File: src/rtl/mips_multicycle_ctrl.sv
// Multicycle MIPS control FSM: sequences fetch/decode/execute/memory/writeback and counts retired instructions.
// Optional macro MCTRL_BNE_EN adds bne (op 000101) through the BRANCH state.
module mips_multicycle_ctrl #(
  parameter int STATE_W  = 4,
  parameter int RETIRE_W = 32
) (
  input  logic                inp_clk,
  input  logic                inp_rst_n,
  input  logic [5:0]          op,
  input  logic [5:0]          funct,
  input  logic                zero,
  input  logic                mem_ready,
  output logic                pc_en,
  output logic                ir_write,
  output logic                mem_write,
  output logic                iord,
  output logic                reg_write,
  output logic                reg_dst,
  output logic                mem_to_reg,
  output logic                alu_src_a,
  output logic [1:0]          alu_src_b,
  output logic [1:0]          pc_src,
  output logic [2:0]          alu_ctl,
  output logic                illegal,
  output logic [RETIRE_W-1:0] retired,
  output logic [STATE_W-1:0]  dbg_state
);

  typedef enum logic [STATE_W-1:0] {
    FETCH   = STATE_W'(0),
    DECODE  = STATE_W'(1),
    MEMADR  = STATE_W'(2),
    MEMRD   = STATE_W'(3),
    MEMWB   = STATE_W'(4),
    MEMWR   = STATE_W'(5),
    EXECUTE = STATE_W'(6),
    ALUWB   = STATE_W'(7),
    BRANCH  = STATE_W'(8),
    ADDIEX  = STATE_W'(9),
    ADDIWB  = STATE_W'(10),
    JUMP    = STATE_W'(11)
  } state_t;

  localparam logic [5:0] OP_RTYPE = 6'b000000;
  localparam logic [5:0] OP_LW    = 6'b100011;
  localparam logic [5:0] OP_SW    = 6'b101011;
  localparam logic [5:0] OP_BEQ   = 6'b000100;
  localparam logic [5:0] OP_BNE   = 6'b000101;
  localparam logic [5:0] OP_ADDI  = 6'b001000;
  localparam logic [5:0] OP_J     = 6'b000010;

  localparam logic [2:0] ALU_AND = 3'b000;
  localparam logic [2:0] ALU_OR  = 3'b001;
  localparam logic [2:0] ALU_ADD = 3'b010;
  localparam logic [2:0] ALU_SUB = 3'b110;
  localparam logic [2:0] ALU_SLT = 3'b111;

  state_t              state_q, state_d;
  logic [RETIRE_W-1:0] retired_q, retired_d;
  logic                retire;
  logic                pc_en_raw, ir_write_raw, mem_write_raw, reg_write_raw, illegal_raw;
  logic                branch_taken;

`ifdef MCTRL_BNE_EN
  logic is_bne_q, is_bne_d;

  always_comb begin
    is_bne_d = is_bne_q;
    if (state_q == DECODE) is_bne_d = (op == OP_BNE);
  end

  always_ff @(posedge inp_clk or negedge inp_rst_n) begin
    if (!inp_rst_n) is_bne_q <= 1'b0;
    else            is_bne_q <= is_bne_d;
  end

  assign branch_taken = is_bne_q ? ~zero : zero;
`else
  assign branch_taken = zero;
`endif

  always_ff @(posedge inp_clk or negedge inp_rst_n) begin
    if (!inp_rst_n) begin
      state_q   <= FETCH;
      retired_q <= '0;
    end else begin
      state_q   <= state_d;
      retired_q <= retired_d;
    end
  end

  always_comb begin
    state_d       = FETCH;
    retire        = 1'b0;
    pc_en_raw     = 1'b0;
    ir_write_raw  = 1'b0;
    mem_write_raw = 1'b0;
    reg_write_raw = 1'b0;
    illegal_raw   = 1'b0;
    iord          = 1'b0;
    reg_dst       = 1'b0;
    mem_to_reg    = 1'b0;
    alu_src_a     = 1'b0;
    alu_src_b     = 2'b00;
    pc_src        = 2'b00;
    alu_ctl       = ALU_ADD;
    case (state_q)
      FETCH: begin
        alu_src_b    = 2'b01;
        ir_write_raw = mem_ready;
        pc_en_raw    = mem_ready;
        state_d      = mem_ready ? DECODE : FETCH;
      end
      DECODE: begin
        alu_src_b = 2'b11;
        case (op)
          OP_LW, OP_SW: state_d = MEMADR;
          OP_RTYPE:     state_d = EXECUTE;
          OP_BEQ:       state_d = BRANCH;
`ifdef MCTRL_BNE_EN
          OP_BNE:       state_d = BRANCH;
`endif
          OP_ADDI:      state_d = ADDIEX;
          OP_J:         state_d = JUMP;
          default: begin
            illegal_raw = 1'b1;
            state_d     = FETCH;
          end
        endcase
      end
      MEMADR: begin
        alu_src_a = 1'b1;
        alu_src_b = 2'b10;
        state_d   = (op == OP_SW) ? MEMWR : MEMRD;
      end
      MEMRD: begin
        iord    = 1'b1;
        state_d = mem_ready ? MEMWB : MEMRD;
      end
      MEMWB: begin
        mem_to_reg    = 1'b1;
        reg_write_raw = 1'b1;
        retire        = 1'b1;
      end
      MEMWR: begin
        iord          = 1'b1;
        mem_write_raw = 1'b1;
        retire        = mem_ready;
        state_d       = mem_ready ? FETCH : MEMWR;
      end
      EXECUTE: begin
        alu_src_a = 1'b1;
        state_d   = ALUWB;
        case (funct)
          6'b100000: alu_ctl = ALU_ADD;
          6'b100010: alu_ctl = ALU_SUB;
          6'b100100: alu_ctl = ALU_AND;
          6'b100101: alu_ctl = ALU_OR;
          6'b101010: alu_ctl = ALU_SLT;
          default: begin
            illegal_raw = 1'b1;
            state_d     = FETCH;
          end
        endcase
      end
      ALUWB: begin
        reg_dst       = 1'b1;
        reg_write_raw = 1'b1;
        retire        = 1'b1;
      end
      BRANCH: begin
        alu_src_a = 1'b1;
        alu_ctl   = ALU_SUB;
        pc_src    = 2'b01;
        pc_en_raw = branch_taken;
        retire    = 1'b1;
      end
      ADDIEX: begin
        alu_src_a = 1'b1;
        alu_src_b = 2'b10;
        state_d   = ADDIWB;
      end
      ADDIWB: begin
        reg_write_raw = 1'b1;
        retire        = 1'b1;
      end
      JUMP: begin
        pc_src    = 2'b10;
        pc_en_raw = 1'b1;
        retire    = 1'b1;
      end
      default: state_d = FETCH;
    endcase
  end

  always_comb begin
    retired_d = retired_q;
    if (retire) retired_d = retired_q + RETIRE_W'(1);
  end

  // Strobes are forced low while reset is held so FETCH's ready-gated strobes stay quiet.
  assign pc_en     = inp_rst_n & pc_en_raw;
  assign ir_write  = inp_rst_n & ir_write_raw;
  assign mem_write = inp_rst_n & mem_write_raw;
  assign reg_write = inp_rst_n & reg_write_raw;
  assign illegal   = inp_rst_n & illegal_raw;
  assign retired   = retired_q;
  assign dbg_state = state_q;

endmodule

File: config.mk
export PLATFORM = sky130hd
export DESIGN_NAME = mips_multicycle_ctrl
export DESIGN_NICKNAME = d
export VERILOG_FILES = /design/src/rtl/mips_multicycle_ctrl.sv
export SDC_FILE = /design/constraint.sdc
export NUM_CORES = 1
export LEC_CHECK = 0
export ABC_AREA = 1
export BUFFER_PORTS_ARGS = -buffer_cell sky130_fd_sc_hd__buf_2
export CORE_ASPECT_RATIO = 0.7
export CORE_MARGIN = 1.5
export CORE_UTILIZATION = 37
export DETAILED_ROUTE_END_ITERATION = 10
export SYNTH_ARGS = -nofsm -noshare
export SYNTH_HDL_FRONTEND = slang
export SYNTH_SLANG_ARGS = --single-unit
File: constraint.sdc
create_clock -name inp_clk -period 1.4 [get_ports inp_clk]
set_input_delay 0.14 -clock inp_clk [delete_from_list [all_inputs] [get_ports inp_clk]]
set_output_delay 0.14 -clock inp_clk [all_outputs]
set_load 0.01 [all_outputs]
==> results.sh, run 1 <==
export IMPL_status="finished with violations"
export IMPL_failed_checks="negative setup slack"
export IMPL_critPathMaxFanout=4
export IMPL_groute_usage_overall=0.237
export IMPL_cts_tree="yes"
export IMPL_fin_hold_ws_ns=0.214
export IMPL_dpl_hpwl_mm=6.90
export IMPL_clk_pin_slew_ns=0.08
export IMPL_wirelength_mm=9.63
export IMPL_grt_pass1_vias=2861
export IMPL_first_pass_iters=5
export IMPL_leakagePower_nw=2.32
export IMPL_setup_viol=48
export IMPL_synthCells=463
export IMPL_clock_latency_ns=0.30
export IMPL_synth_edff_count=0
export IMPL_stdcell_count=711
export IMPL_drv_slew=0
export IMPL_synthFlopType="dfrtp_1"
export IMPL_path_buf_inv=4
export IMPL_cpLargestDelayFamily="flip-flops"
export IMPL_syn_area_per_cell_sq_um=5.94
export IMPL_grt_max_degree=35
export IMPL_p_per_area_nw_per_um2=1010
export IMPL_reg2reg_slack_ns=-0.29
export IMPL_route_detailed_drc=0
export IMPL_drive_gt1_frac=0.403
export IMPL_syn_to_final_growth_pct=59.9
export IMPL_critPathKind="reg -> out"
export IMPL_ios=68
export IMPL_place_ws_ns=-0.0631
export IMPL_ys_warn_count=0
export IMPL_syn_num_nets=480
export IMPL_rows=26
export IMPL_vias=3367
export IMPL_antenna_cells=0
export IMPL_worst_slew_pin_slew_ns=0.482
export IMPL_finalWorstSetupSlack_ns=-0.316
export IMPL_ys_top_cells_by_area="dfrtp_1 (33%), nand2_1 (28%), nor2_1 (11%), inv_1 (7.0%), nand3_1 (4.9%)"
export IMPL_slew_headroom=0.679
export IMPL_cp_common_cell="nand2_2"
export IMPL_worstSetupEndpoint="pc_en"
export IMPL_die_x_um=106
export IMPL_clock_sinks=36
export IMPL_crit_cells=9
export IMPL_netlist_cell_type_count=20
export IMPL_worst_setup_path_start_kind="flip-flop"
export IMPL_port_buffers=67
export IMPL_seq_area_frac_synth=0.327
export IMPL_numCtsBuffers=5
export IMPL_rsz0062_at_grt="yes"
export IMPL_cpMaxStageDelayCell="dfrtp_2"
export IMPL_slowest_delay_ns=0.47
export IMPL_finalPower_mw=4.43
export IMPL_hold_class="in -> async"
export IMPL_routabilityCongestion=0.907
export IMPL_cts_root_buffer="clkbuf_8"
export IMPL_r2r_cells=11
export IMPL_cts_path_max_buffers=2
export IMPL_wire_per_inst_um=13.5
export IMPL_coreArea_sq_um=7250
export IMPL_timing_hold_violations_final=0
export IMPL_grt_overflow_total=0
export IMPL_placed_area_sq_um=3630
export IMPL_ys_ff_latch=36
export IMPL_cap_violations=0
export IMPL_critPathLaunch="dbg_state[2]"
export IMPL_finalCriticalPeriod_ns=1.72
export IMPL_worstPathArrival_ns=1.58
export IMPL_critPathRequiredTime_ns=1.26
export IMPL_ant_nets=0
export IMPL_synthTopCellsByCount="nand2_1 (205), nor2_1 (84), inv_1 (51)"
export IMPL_placedCellCount=683
export IMPL_die_area_sq_um=7970
export IMPL_antenna_found_initial=0
export IMPL_drt_iter0_drc=285
export IMPL_peakVddDrop_uv=577
export IMPL_end_kind="primary output"
export IMPL_synth_most_common_cell="nand2_1"
export IMPL_h_tree_depth=2
export IMPL_rr_startpoint="dbg_state[3]"
export IMPL_synth_top_area_cell="dfrtp_1"
export IMPL_chipHeight_um=75.2
export IMPL_avgViaCountPerCell=4.74
export IMPL_synth_top_area_frac=0.327
export IMPL_finalCritPeriodShare=1.23
export IMPL_max_freq_ghz=0.583
export IMPL_skew_ns=0.00820
export IMPL_grt_pass1_wl_mm=14.5
export IMPL_synth_area_sq_um=2750
export IMPL_async_flop_share=1.00
export IMPL_layout_nets=629
export IMPL_initial_utilization=0.379
export IMPL_post_route_cell_area_sq_um=4400
export IMPL_path_cells="nor2_4, nand2_2, buf_6, inv_4, nand2_2, nand3_2, nand2_1, inv_1, buf_2"
export IMPL_rr_endpoint="retired[20]"
-- routing by layer --
layer,part of all wire,vias to the layer above,track usage
met5,0,-,0
li1,-,1710,-
met4,0.0078,0,0.0330
met3,0.068,10,0.0355
met2,0.42,107,0.345
met1,0.51,1540,0.374
-- sequential cells by signal, indices dropped and copies added, names as in the netlist --
register	count
retired	32
dbg_state	4
-- worst min-delay path by stage --
stage | start | to
after floorplan | inp_rst_n | dbg_state[0]
after global placement | inp_rst_n | retired[2]
after detailed placement | inp_rst_n | retired[2]
after CTS | op[3] | dbg_state[2]
after global routing | inp_rst_n | retired[1]
final | inp_rst_n | retired[1]
-- worst reg2reg max path: stages, from the launching register on --
cell and delay, ns:
dfrtp_1 0.41, buf_4 0.14, buf_4 0.14, nor2_4 0.10, nand2_2 0.10, nor2_4 0.15
nor2_4 0.06, nand2_8 0.13, clkinv_8 0.11, buf_8 0.15, nand2_1 0.05, nand2_1 0.05
-- power by group --
group / total, mW / leakage [nW] / internal (mW) / switching [mW]
logic: 2.17 / 1.78 / 1.05 / 1.12
registers: 1.30 / 0.488 / 1.14 / 0.163
clock network: 0.961 / 0.0541 / 0.528 / 0.434
total: 4.43 / 2.32 / 2.71 / 1.72
-- repair_timing --
action | in CTS | in global routing
endpoints found under the hold margin | 2 | 0
hold buffers | 1 | 0
gates cloned | 5 | 0
gates resized for setup | 65 | 76
setup endpoints to repair | 46 | 50
setup buffers | 9 | 10
pin swaps | 12 | 23
-- through the flow --
stage / utilization / setup TNS, ns
after floorplan: - / -0.0125
after global placement: 0.501 / -1.14
after detailed placement: 0.501 / -1.29
after CTS: 0.563 / -8.77
after global routing: 0.606 / -13.64
final: 0.606 / -11.00
-- cell families after synthesis --
kind of cell / share of synthesized area
adders and majority gates: 0.00455
DFF: 0.327
AOI/OAI and AO/OA: 0.0500
and+or+nand+nor: 0.477
xor gates and xnor gates: 0.0414
buffers and inverters: 0.0996
-- area by class of cell --
| cell class | count | area [sq um] |
|---|---|---|
| clock buffers | 5 | 68.8 |
| repair buffers | 148 | 1130 |
| flip-flops and latches | 36 | 907 |
| clock inverters | 3 | 42.5 |
| multi-input cells | 366 | 1900 |
| inverters | 55 | 229 |
| well taps | 98 | 123 |
| fillers | 658 | 2860 |
-- layout by cell type (no fill, tap or decap), types with 8 or more instances in the layout --
cell type / instances
buf_6: 15
nor2_1: 70
o21ai_2: 9
nor2_2: 9
nor2_4: 9
xor2_1: 11
buf_4: 57
nand2_2: 25
nand2_1: 173
buf_2: 65
nand2_4: 9
inv_2: 8
dfrtp_1: 31
inv_1: 42
nand3_1: 24
(Power assumes the default switching activity.)
==> run 2: changes to the inputs <==
--- a/config.mk
+++ b/config.mk
@@ -8,7 +8,6 @@
 export ABC_AREA = 1
 export BUFFER_PORTS_ARGS = -buffer_cell sky130_fd_sc_hd__buf_2
 export CORE_ASPECT_RATIO = 0.7
-export CORE_MARGIN = 1.5
 export CORE_UTILIZATION = 37
 export DETAILED_ROUTE_END_ITERATION = 10
 export SYNTH_ARGS = -nofsm -noshare
==> constraint.sdc (replaced) <==
create_clock -name inp_clk -period 1.4 [get_ports inp_clk]
set_input_delay 0.28 -clock inp_clk [delete_from_list [all_inputs] [get_ports inp_clk]]
set_output_delay 0.28 -clock inp_clk [all_outputs]
set_load 0.01 [all_outputs]
==> run 2 against run 1 <==
Net effect:
- the run still ends with negative setup slack left
- register-to-register slack got worse by 0.06 ns
- sequential power hardly changed
- via count up 0.33%
- cell count up 0.84%
- hold slack got worse by 0.14 ns
- first-iteration DRC count decreased by 10%
- utilization rose by 1.3 points
- clock skew about the same
- total power shrank 1.1%
- sequential share of layout area up 0.36 points
- flip-flop and latch count unchanged
- highest routed layer unchanged
==> results.sh, run 2 (same netlist as run 1, synthesis figures left out) <==
export IMPL_status="finished with violations"
export IMPL_failed_checks="negative setup slack"
export IMPL_rows=25
export IMPL_numCtsBuffers=5
export IMPL_worst_setup_path_start_kind="flip-flop"
export IMPL_setup_tns_ns=-13.63
export IMPL_grt_overflow_total=0
export IMPL_routabilityCongestion=0.905
export IMPL_grt_use_met2=0.371
export IMPL_grt_max_degree=37
export IMPL_timing_hold_violations_final=0
export IMPL_setup_viol=49
export IMPL_critPathLaunch="dbg_state[3]"
export IMPL_met1_usage=0.375
export IMPL_ios=68
export IMPL_worstPathArrival_ns=1.58
export IMPL_drt_iter0_drc=256
export IMPL_wire_per_inst_um=13.3
export IMPL_syn_to_final_growth_pct=57.2
export IMPL_antenna_found_initial=0
export IMPL_hold_class="in -> async"
export IMPL_critPathKind="reg -> out"
export IMPL_finalWorstSetupSlack_ns=-0.458
export IMPL_clock_sinks=36
export IMPL_die_x_um=105
export IMPL_rsz0062_at_grt="yes"
export IMPL_max_freq_ghz=0.538
export IMPL_post_route_cell_area_sq_um=4320
export IMPL_avgViaCountPerCell=4.71
export IMPL_path_cells="inv_2, nor2_4, nand2_2, buf_6, inv_2, nand2_1, nand3_1, nand2_1, inv_1, buf_2"
export IMPL_initial_utilization=0.394
export IMPL_clock_latency_ns=0.30
export IMPL_reg2reg_slack_ns=-0.35
export IMPL_dpl_hpwl_mm=6.94
export IMPL_largest_reg_flops=32
export IMPL_first_pass_iters=5
export IMPL_place_ws_ns=-0.165
export IMPL_worstSetupEndpoint="pc_en"
export IMPL_crit_cells=10
export IMPL_antenna_cells=0
export IMPL_placed_area_sq_um=3710
export IMPL_coreArea_sq_um=6980
export IMPL_r2r_cells=10
export IMPL_cts_path_max_buffers=2
export IMPL_finalCriticalPeriod_ns=1.86
export IMPL_final_common_cell="nand2_1"
export IMPL_wirelength_mm=9.53
export IMPL_slowest_delay_ns=0.40
export IMPL_cpMaxStageDelayCell="dfrtp_1"
export IMPL_skew_ns=0.00865
export IMPL_die_area_sq_um=7790
export IMPL_worst_slew_pin_slew_ns=0.492
export IMPL_vias=3378
export IMPL_peakVddDrop_uv=578
export IMPL_end_kind="primary output"
export IMPL_port_buffers=67
export IMPL_grtUsageMet3=0.0473
export IMPL_slew_headroom=0.672
export IMPL_rr_endpoint="retired[24]"
export IMPL_route_detailed_drc=0
export IMPL_critPathRequiredTime_ns=1.12
export IMPL_grt_pass1_vias=3080
export IMPL_n_fill_cell=603
export IMPL_cpLargestDelayFamily="buffers and inverters"
export IMPL_drv_slew=0
export IMPL_grt_busiest_layer="met1"
export IMPL_chipHeight_um=74.2
export IMPL_leakagePower_nw=2.32
export IMPL_grt_pass1_wl_mm=15.1
export IMPL_cts_tree="yes"
export IMPL_h_tree_depth=2
export IMPL_p_per_area_nw_per_um2=1010
export IMPL_finalPower_mw=4.38
export IMPL_layout_nets=639
export IMPL_finalCritPeriodShare=1.33
export IMPL_path_buf_inv=5
export IMPL_cts_root_buffer="clkbuf_8"
export IMPL_groute_usage_overall=0.253
export IMPL_clk_pin_slew_ns=0.08
export IMPL_ant_nets=0
export IMPL_mostFrequentLayoutCells="nand2_1 (191), nor2_1 (70), buf_4 (67)"
export IMPL_rr_startpoint="dbg_state[1]"
export IMPL_drive_gt1_frac=0.384
export IMPL_critPathMaxFanout=3
export IMPL_cap_violations=0
-- run 2: cell count changes in the layout (fill, tap and decap cells not counted), sizes merged --
cell         change
buf              +9
clkbuf           +2
clkinv           -2
inv              +2
bufbuf           +1
clkinvlp         -1
dlygate4sd3      -1
-- run 2: how the worst min path moves through the flow --
stage               cells past startpoint      endpoint      start
global placement                        2    retired[3]  inp_rst_n
finish                                  2    retired[0]  inp_rst_n
global route                            2    retired[5]  inp_rst_n
detailed placement                      2    retired[0]  inp_rst_n
CTS                                     2    retired[0]  inp_rst_n
floorplan                               0  dbg_state[0]  inp_rst_n
-- run 2: routing by layer --
layer | vias up | share of wire | wire length (um)
met5 | - | 0 | 0
met4 | 0 | 0.012 | 119
met3 | 14 | 0.055 | 522
met2 | 93 | 0.43 | 4060
met1 | 1538 | 0.51 | 4830
li1 | 1733 | - | -
-- run 2: final cells by class --
type                            instances  area (sq um)  share of cell area
Multi-Input combinational cell        366          1780               0.411
Timing Repair Buffer                  157          1170               0.271
Sequential cell                        36           907               0.210
Inverter                               55           214              0.0495
Tap cell                               94           118              0.0272
Clock buffer                            7          96.3              0.0223
Clock inverter                          1          30.0             0.00694
Timing Repair inverter                  1          8.76             0.00203
-- run 2: timing repair --
item,in CTS,in global routing
pin swaps,18,18
setup endpoints to repair,48,53
cloned,4,0
gates resized for setup,56,38
hold buffers,0,0
setup buffers,14,5
-- run 2: metrics by stage --
step	std cells	hold slack, ns	util
after floorplan	463	-0.0156	-
after global placement	689	0.441	0.532
after detailed placement	689	0.425	0.532
after CTS	715	0.0999	0.601
after global routing	717	0.140	0.620
final	717	0.0719	0.620
-- run 2: power by group --
| part | internal, mW | total [mW] | switching, mW |
|---|---|---|---|
| sequential | 1.14 | 1.29 | 0.155 |
| combinational | 1.03 | 2.06 | 1.03 |
| clock | 0.629 | 1.02 | 0.396 |
| total | 2.80 | 4.38 | 1.58 |
==> run 3: changes to the inputs <==
--- a/config.mk
+++ b/config.mk
@@ -6,10 +6,12 @@
 export NUM_CORES = 1
 export LEC_CHECK = 0
 export ABC_AREA = 1
+export ABC_CLOCK_PERIOD_IN_PS = 1400
 export BUFFER_PORTS_ARGS = -buffer_cell sky130_fd_sc_hd__buf_2
 export CORE_ASPECT_RATIO = 0.7
 export CORE_UTILIZATION = 37
 export DETAILED_ROUTE_END_ITERATION = 10
+export GPL_TIMING_DRIVEN = 0
 export SYNTH_ARGS = -nofsm -noshare
 export SYNTH_HDL_FRONTEND = slang
 export SYNTH_SLANG_ARGS = --single-unit
==> run 3 against run 2 <==
Net effect:
- the flow finishes with violations (negative hold slack, negative setup slack)
- first-iteration DRC count is 27% lower
- largest cell class unchanged
- largest power group unchanged
- total power down 7.3%
- critical path type is now reg -> reg
- cell area decreased by 10%
- wire length decreased by 7.9%
- combinational power decreased by 12%
- worst setup slack better by 0.062 ns
- clock skew down 0.0019 ns
- hold slack got worse by 0.12 ns
- register-to-register slack got worse by 0.05 ns
==> results.sh, run 3 (same netlist as run 1, synthesis figures left out) <==
export IMPL_place_ws_ns=-0.401
export IMPL_groute_usage_overall=0.234
export IMPL_cts_path_max_buffers=2
export IMPL_routabilityCongestion=0.898
export IMPL_grt_max_degree=40
export IMPL_avgViaCountPerCell=4.85
export IMPL_grt_overflow_total=0
export IMPL_finalWorstSetupSlack_ns=-0.396
export IMPL_status="finished with violations"
export IMPL_slowest_delay_ns=0.47
export IMPL_drv_slew=0
export IMPL_reg2reg_slack_ns=-0.40
export IMPL_skew_ns=0.00680
export IMPL_critPathKind="reg -> reg"
export IMPL_leakagePower_nw=2.06
export IMPL_finalCriticalPeriod_ns=1.80
export IMPL_critPathRequiredTime_ns=1.60
export IMPL_coreArea_sq_um=6980
export IMPL_vias=3193
export IMPL_worstPathArrival_ns=1.99
export IMPL_cpMaxStageDelayCell="dfrtp_2"
export IMPL_cts_root_buffer="clkbuf_8"
export IMPL_cts_tree="yes"
export IMPL_rr_startpoint="dbg_state[1]"
export IMPL_peakVddDrop_uv=654
export IMPL_final_common_cell="nand2_1"
export IMPL_antenna_cells=0
export IMPL_route_detailed_drc=0
export IMPL_largest_reg_flops=32
export IMPL_path_buf_inv=4
export IMPL_setup_viol=48
export IMPL_ant_nets=0
export IMPL_ios=68
export IMPL_port_buffers=67
export IMPL_fin_hold_ws_ns=-0.0504
export IMPL_timing_hold_violations_final=36
export IMPL_drive_gt1_frac=0.321
export IMPL_syn_to_final_growth_pct=41.1
export IMPL_antenna_found_initial=0
export IMPL_clk_pin_slew_ns=0.08
export IMPL_die_area_sq_um=7790
export IMPL_die_x_um=105
export IMPL_worstSetupEndpoint="retired[10]"
export IMPL_r2r_cells=11
export IMPL_cap_violations=0
export IMPL_clock_sinks=36
export IMPL_critPathMaxFanout=10
export IMPL_grt_pass1_vias=2769
export IMPL_max_freq_ghz=0.557
export IMPL_clock_latency_ns=0.30
export IMPL_finalCritPeriodShare=1.28
export IMPL_final_core_utilization=0.557
export IMPL_first_pass_iters=5
export IMPL_critPathLaunch="dbg_state[1]"
export IMPL_end_kind="flip-flop"
export IMPL_failed_checks="negative hold slack, negative setup slack"
export IMPL_layout_nets=580
export IMPL_wire_per_inst_um=13.3
export IMPL_worst_setup_path_start_kind="flip-flop"
export IMPL_mostFrequentLayoutCells="nand2_1 (187), nor2_1 (69), buf_2 (64)"
export IMPL_path_cells="buf_4, nor2_4, nand2_2, nor2_2, nor2_1, nand2_2, buf_6, inv_8, bufbuf_16, nand2_1, nand2_1"
export IMPL_dpl_hpwl_mm=6.33
export IMPL_grt_pass1_wl_mm=14.0
export IMPL_rr_endpoint="retired[10]"
export IMPL_crit_cells=11
export IMPL_wirelength_mm=8.77
export IMPL_finalPower_mw=4.06
export IMPL_slew_headroom=0.650
export IMPL_p_per_area_nw_per_um2=1050
export IMPL_h_tree_depth=2
export IMPL_n_fill_cell=674
export IMPL_hold_class="in -> async"
export IMPL_rows=25
export IMPL_cpLargestDelayFamily="buffers and inverters"
export IMPL_drt_iter0_drc=188
export IMPL_worst_slew_pin_slew_ns=0.525
export IMPL_chipHeight_um=74.2
export IMPL_rsz0062_at_grt="yes"
export IMPL_initial_utilization=0.394
export IMPL_numCtsBuffers=5
-- run 3: where the power goes --
group,switching (mW),internal (mW)
Combinational,0.936,0.872
Sequential,0.171,1.14
Clock,0.416,0.527
Total,1.52,2.54
-- run 3: metrics by stage --
step,std cells,hold slack [ns],setup TNS (ns),instance area [sq um]
final,658,-0.0504,-13.09,3880
after global routing,658,-0.00596,-16.05,3880
after CTS,653,-0.0256,-12.91,3750
after detailed placement,624,0.470,-5.76,3240
after global placement,624,0.448,-5.57,3240
after floorplan,463,-0.0156,-0.0395,2790
-- run 3: worst min path at each step --
stage,endpoint,slack [ns],start
floorplan,dbg_state[0],-0.02,inp_rst_n
global placement,retired[2],0.45,inp_rst_n
detailed placement,retired[0],0.47,inp_rst_n
CTS,dbg_state[3],-0.03,inp_rst_n
global route,retired[0],-0.006,inp_rst_n
finish,retired[0],-0.05,inp_rst_n
-- run 3: layout make-up --
type / instances / area [sq um] / share of cell area
Sequential cell: 36 / 907 / 0.234
Clock inverter: 3 / 42.5 / 0.0110
Tap cell: 94 / 118 / 0.0303
Timing Repair Buffer: 93 / 671 / 0.173
Multi-Input combinational cell: 366 / 1760 / 0.453
Buffer: 6 / 96.3 / 0.0248
Inverter: 55 / 221 / 0.0570
Clock buffer: 5 / 68.8 / 0.0177
-- run 3: routing by layer --
metal,track usage,wire length [um],vias up,share of wire
li1,-,-,1615,-
met1,0.355,4500,1460,0.51
met2,0.333,3520,109,0.40
met3,0.0543,675,9,0.077
met4,0.0563,72,0,0.0082
met5,0,0,-,0
-- run 3: repair_timing --
action / in CTS / in global routing
pin swaps: 14 / 11
setup buffers: 16 / 6
gates cloned: 5 / 0
endpoints found under the setup margin: 47 / 48
hold endpoints to repair: 36 / 19
gates resized for setup: 44 / 38
